--- config.mk ---
export PLATFORM = sky130hd
export DESIGN_NAME = collatz_run_ctrl
export DESIGN_NICKNAME = d
export VERILOG_FILES = /design/src/rtl/collatz_run_ctrl_pkg.sv /design/src/rtl/sync_edge_detect.sv /design/src/rtl/collatz_run_ctrl.sv
export SDC_FILE = /design/constraint.sdc
export NUM_CORES = 1
export LEC_CHECK = 0
export BUFFER_PORTS_ARGS = -buffer_cell sky130_fd_sc_hd__buf_2
export CAP_MARGIN = 40
export CORE_AREA = 2 2 343 345
export DETAILED_ROUTE_END_ITERATION = 8
export DIE_AREA = 0 0 345 347
export GPL_ROUTABILITY_DRIVEN = 0
export GPL_TIMING_DRIVEN = 0
export PLACE_DENSITY = 0.62
export RECOVER_POWER = 50
export SETUP_SLACK_MARGIN = 0.3
export SYNTH_ARGS = -nofsm -noshare
export SYNTH_HDL_FRONTEND = slang
export SYNTH_SLANG_ARGS = --single-unit
--- constraint.sdc ---
create_clock -name clk -period 10.1 [get_ports clk]
set_clock_uncertainty 0.2 [all_clocks]
set_input_delay 1.01 -clock clk [delete_from_list [all_inputs] [get_ports clk]]
set_output_delay 1.01 -clock clk [all_outputs]
set_load 0.05 [all_outputs]
--- src/rtl/collatz_run_ctrl_pkg.sv ---
// Shared types for the collatz run/step/halt sequencer.
package collatz_run_ctrl_pkg;

    typedef enum logic [1:0] {
        ST_IDLE   = 2'd0,
        ST_RUN    = 2'd1,
        ST_SINGLE = 2'd2,
        ST_HALT   = 2'd3
    } state_t;

    localparam int unsigned DEF_BITS     = 160;
    localparam int unsigned DEF_CNT_BITS = 32;

endpackage

--- src/rtl/sync_edge_detect.sv ---
// Two-flop synchroniser followed by a one-cycle rising-edge pulse.
module sync_edge_detect (
    input  logic clk,
    input  logic resetn,
    input  logic din,
    output logic pulse
);

    // sr[1:0] is the synchroniser, sr[2] holds the previous synchronised level
    logic [2:0] sr;

    always_ff @(posedge clk or negedge resetn) begin
        if (!resetn) sr <= '0;
        else         sr <= {sr[1:0], din};
    end

    assign pulse = sr[1] & ~sr[2];

endmodule

--- src/rtl/collatz_run_ctrl.sv ---
// Run/step/halt sequencer for the collatz engine: owns clken, counts steps per
// start value, tracks the record holder and publishes a per-frame snapshot.
module collatz_run_ctrl
    import collatz_run_ctrl_pkg::*;
#(
    parameter int unsigned         BITS       = DEF_BITS,
    parameter int unsigned         CNT_BITS   = DEF_CNT_BITS,
    parameter logic [CNT_BITS-1:0] STEP_LIMIT = '1
) (
    input  logic                clk,
    input  logic                resetn,
    input  logic                run,
    input  logic                step,
    input  logic                clear,
    input  logic                vsync,
    input  logic [BITS-1:0]     start,
    input  logic [BITS-1:0]     actual,
    output logic                clken,
    output logic                halted,
    output logic [BITS-1:0]     snap_start,
    output logic [BITS-1:0]     snap_actual,
    output logic [CNT_BITS-1:0] snap_steps,
    output logic [CNT_BITS-1:0] snap_rec_steps,
    output logic [BITS-1:0]     snap_rec_start,
    output logic                snap_valid
);

    state_t              state;
    logic [CNT_BITS-1:0] steps, rec_steps, steps_cnt;
    logic [BITS-1:0]     start_q, rec_start;
    logic                frame_edge, freeze, done, halt_go;

    sync_edge_detect u_vsync (
        .clk    (clk),
        .resetn (resetn),
        .din    (vsync),
        .pulse  (frame_edge)
    );

    assign done = (start != start_q);

    // A completion cycle may also carry an engine step; that step belongs to
    // the new start value, so it is counted rather than lost.
    always_comb begin
        steps_cnt = done ? '0 : steps;
        steps_cnt = steps_cnt + CNT_BITS'(clken);
    end

    // Halting on the next count drops clken at the same edge, so the count
    // can never run past the limit.
    assign halt_go = (state != ST_HALT) && (steps_cnt == STEP_LIMIT);

    always_ff @(posedge clk or negedge resetn) begin
        if (!resetn) begin
            state     <= ST_IDLE;
            clken     <= 1'b0;
            halted    <= 1'b0;
            steps     <= '0;
            rec_steps <= '0;
            rec_start <= '0;
            start_q   <= '0;
        end else begin
            start_q <= start;
            steps   <= steps_cnt;
            if (done && (steps > rec_steps)) begin
                rec_steps <= steps;
                rec_start <= start_q;
            end
            if (halt_go) begin
                state  <= ST_HALT;
                clken  <= 1'b0;
                halted <= 1'b1;
            end else begin
                if (clear) begin
                    steps     <= '0;
                    rec_steps <= '0;
                    rec_start <= '0;
                end
                case (state)
                    ST_IDLE: begin
                        if (run) begin
                            state <= ST_RUN;
                            clken <= !frame_edge;
                        end else if (step) begin
                            state <= ST_SINGLE;
                            clken <= !frame_edge;
                        end else begin
                            clken <= 1'b0;
                        end
                    end
                    ST_RUN: begin
                        if (!run) begin
                            state <= ST_IDLE;
                            clken <= 1'b0;
                        end else begin
                            clken <= !frame_edge;
                        end
                    end
                    ST_SINGLE: begin
                        // clken low here means the step was pushed back by a freeze
                        if (clken) begin
                            state <= ST_IDLE;
                            clken <= 1'b0;
                        end else begin
                            clken <= !frame_edge;
                        end
                    end
                    ST_HALT: begin
                        clken <= 1'b0;
                        if (clear) begin
                            state  <= ST_IDLE;
                            halted <= 1'b0;
                        end
                    end
                    default: begin
                        state <= ST_IDLE;
                        clken <= 1'b0;
                    end
                endcase
            end
        end
    end

    // The engine is frozen during the capture cycle, so all fields are coherent.
    always_ff @(posedge clk or negedge resetn) begin
        if (!resetn) begin
            freeze         <= 1'b0;
            snap_valid     <= 1'b0;
            snap_start     <= '0;
            snap_actual    <= '0;
            snap_steps     <= '0;
            snap_rec_steps <= '0;
            snap_rec_start <= '0;
        end else begin
            freeze     <= frame_edge;
            snap_valid <= freeze;
            if (freeze) begin
                snap_start     <= start;
                snap_actual    <= actual;
                snap_steps     <= steps;
                snap_rec_steps <= rec_steps;
                snap_rec_start <= rec_start;
            end
        end
    end

endmodule
==> flow_summary_export.csv <==
group,metric,value,unit
status,status,"complete, but fails checks",
status,violations,"capacitance limit, slew limit",
worst_setup_path,endpoint_kind,"flip-flop",
global_route,grt_pass1_vias,25866,
sta,worst_pin_slew,4330,ps
logic_synthesis,async_reset_ff_share,100,%
route,antenna_left,0,
logic_synthesis,ys_types,58,
layout,drive_gt1_share,34.4,%
worst_setup_path,crit_path_top_delay_cell,"nor4_1",
logic_synthesis,yosysWarnings,0,
logic_synthesis,netlist_instances,2605,
clock_tree,post_cts_buffers,0,
worst_setup_path,crit_chain,"clkbuf_1, xnor2_1, nand4_1, nor4_1, nand4_1, nor4_1, ha_1, ha_1, nand3_1, a21oi_1, nand3b_1, a21oi_1, o2111ai_1, or4b_1, o41a_1, buf_2, clkbuf_1, buf_2, nor2_1",
logic_synthesis,synth-main-ff-cell,"dfrtp_1",
worst_setup_path,cp_data_required_time,10490,ps
floorplanning,core-area,116000,sq um
placed_design,port_buffers,872,
floorplanning,ios,873,
global_route,grt_use_met2,36.1,%
logic_synthesis,ys_seq_elements,937,
sta,slew_viol_final,433,
clock_tree,cts_resized,0,
sta,grt_setup_unrepaired,"false",
route,routedWlPerCell,24.9,um
global_route,antenna_found_initial,11,
global_route,grt_use_met3,6.01,%
global_route,grt_max_degree,121,
floorplanning,design.die.area,120000,sq um
floorplanning,start_util,32.0,%
logic_synthesis,avgSynthCellArea,14.2,sq um
worst_setup_path,cpPeakStageDelay,740,ps
sta,finalHoldViolations,0,
power,seq_power_share,40.0,%
layout,layout_commonest_cell,"dfrtp_1",
worst_setup_path,cp.arrival,8030,ps
power,power_leakage,0.0215,uW
worst_setup_path,crit_type,"primary input to flip-flop",
logic_synthesis,ys_seq_area_share,63.4,%
job,cap_violations,4,
power,clock_power_share,35.9,%
power,combPwrFrac,24.1,%
logic_synthesis,syn-cell-area,37000,sq um
worst_setup_path,path_buf_inv,4,
global_route,grt_use_met1,26.9,%
logic_synthesis,synth_fp_nets,2965,
clock_tree,path_clk_slew,50,ps
clock_tree,cts_tree,"yes",
floorplanning,die_h,347,um
power,intPower,7250,uW
sta,max_freq,131,MHz
sta,max_slew_margin,-189,%
layout,fin_nets,3983,
clock_tree,clk_path_buf_depth,3,
power,p_switching,3800,uW
global_route,grt_most_used_layer,"met2",
clock_tree,insertion_delay,710,ps
clock_tree,clockRootBuffer,"clkbuf_16",
clock_tree,cts_hold_buf,0,
route,via_per_inst,4.78,
sta,holdWs,149,ps
route,wl,131,mm
layout,synthToLayoutAreaGrowth,26.9,%
worst_setup_path,cp_max_fo,10,
sta,setup_viol,0,
sta,finalCriticalPeriod,7630,ps
route,drtIter0Drc,1648,
floorplanning,placementRows,125,
route,drc,0,
clock_tree,cts.sinks,937,
hold_path,hp-class,"flip-flop to flip-flop",
layout,layout_common_cells,"dfrtp_1 (937), mux2_2 (544), buf_2 (514), clkbuf_1 (502), nor2_1 (256)",
power,power_density,236,nW/um^2
logic_synthesis,synth-edff-count,0,
clock_tree,numCtsBuffers,103,
global_route,grt_pass1_wl,187,mm
worst_setup_path,cp-start-kind,"primary input",
power,peakVddDrop,170,uV
clock_tree,ctsHtreeMaxLevel,3,
route,num_vias,25036,
global_route,overflow,0,
power,switching_share,34.4,%
sta,fin_setup_tns,0,ps
sta,fin_crit_sh,75.6,%
worst_setup_path,crit_family,"simple AND/OR/NAND/NOR gates",
global_route,grt_util_all_layers,21.4,%
floorplanning,die_x,345,um
placed_design,dp_hpwl,103,mm
route,drt-pass1-iter-count,5,
worst register-to-register path, stage by stage, from the launching register on:
cell       delay, ps
dfrtp_1          400
xnor2_1          590
nand4_1          240
nor4_1           620
nand4_1          710
nor4_1           540
ha_1             340
ha_1             280
nand3_1          360
a21oi_1          470
nand3b_1         130
a21oi_1          210
o2111ai_1        200
or4b_1           570
o41a_1           380
buf_2            230
clkbuf_1         400
buf_2            390
nor2_1           150
synth_stat cells, types with 6 or more instances:
cell type    n  area share, %
and4_1       6           0.14
nor4_1      44           0.74
inv_1       36           0.37
xor2_1      94            2.2
dfrtp_1    937             63
nor3_1      17           0.23
o21ai_0     17           0.23
buf_2       27           0.37
a21oi_1     22           0.30
ha_1        34            1.2
nand3_1     16           0.22
clkbuf_1    87           0.88
mux2_2     544             17
nand2_1     29           0.29
nor2b_1      9           0.15
and3_1       6           0.10
buf_1       17           0.17
nand4_1     50           0.85
nor2_1     256            2.6
a21o_1       6           0.12
xnor2_1    100            2.4
mux2i_1    193            5.2
final cells by class:
cell class                 instances  area, sq um
antenna                            6         15.0
buffer                           134          549
clock buffer                     156         3150
clock inverter                    34          498
fill                           11222        68800
inverter                          36          135
multi-input combinational       1498        12900
sequential                       937        23400
tap                             1524         1910
timing repair buffer             913         4370
power by group through the flow:
stage | combinational [uW] | sequential [uW] | clock, uW
floorplan | 736 | 5520 | 0
global placement | 2680 | 4470 | 0
detailed placement | 2740 | 4480 | 0
CTS | 2750 | 4420 | 4080
global route | 2800 | 4480 | 4230
finish | 2660 | 4420 | 3970
sequential cells by signal, indices dropped and copies added (netlist names):
| register | flops |
|---|---|
| steps | 32 |
| start_q | 160 |
| snap_steps | 32 |
| snap_actual | 160 |
| clken | 1 |
| state | 2 |
| snap_rec_start | 160 |
| snap_rec_steps | 32 |
| rec_start | 160 |
| snap_start | 160 |
| u_vsync.sr | 3 |
| freeze | 1 |
| rec_steps | 32 |
| halted | 1 |
| snap_valid | 1 |
cells by family (layout without fill, tap and decap cells):
| family | count (synthesis) | count (layout) | synth area share [%] |
|---|---|---|---|
| other | 0 | 6 | 0 |
| AOI/OAI and AO/OA | 70 | 70 | 1.20 |
| muxes | 737 | 737 | 21.8 |
| adders and majority gates | 34 | 34 | 1.15 |
| buffers and inverters | 170 | 1273 | 1.85 |
| DFF | 937 | 937 | 63.4 |
| and+or+nand+nor | 463 | 463 | 6.02 |
| xor gates and xnor gates | 194 | 194 | 4.59 |
stage by stage:
stage          utilization (%)  instances  setup slack [ps]  power, uW  instance area (sq um)
5_1_grt                   40.5       5234              1730      11500                  46900
6_report                  40.5       5238              2470      11100                  46900
4_1_cts                   41.1       5230              2430      11200                  47500
3_3_place_gp              37.4       5001            -12890       7150                  43300
2_1_floorplan                -       2605              4830       6250                  37000
3_5_place_dp              37.9       5040              1670       7220                  43900
per-layer routing:
layer	vias to the layer above	share of wire (%)
met5	-	0.010
met4	2	2.5
met3	179	7.8
met2	939	49
met1	12800	41
li1	11116	-
worst paths after layout:
kind | startpoint | endpoint | slack (ps) | cells after the start
max in group asynchronous | resetn | snap_actual[129] | 2980 | 4
worst max register to register | start_q[155] | rec_start[108] | 2570 | 18
worst min register to register | u_vsync.sr[0] | u_vsync.sr[1] | 150 | 0
worst max-delay path | start[97] | rec_start[108] | 2470 | 19
min in group asynchronous | resetn | snap_start[66] | 1640 | 1
worst min-delay path | u_vsync.sr[0] | u_vsync.sr[1] | 150 | 0
Note: power is estimated with default switching activity, not from simulation.
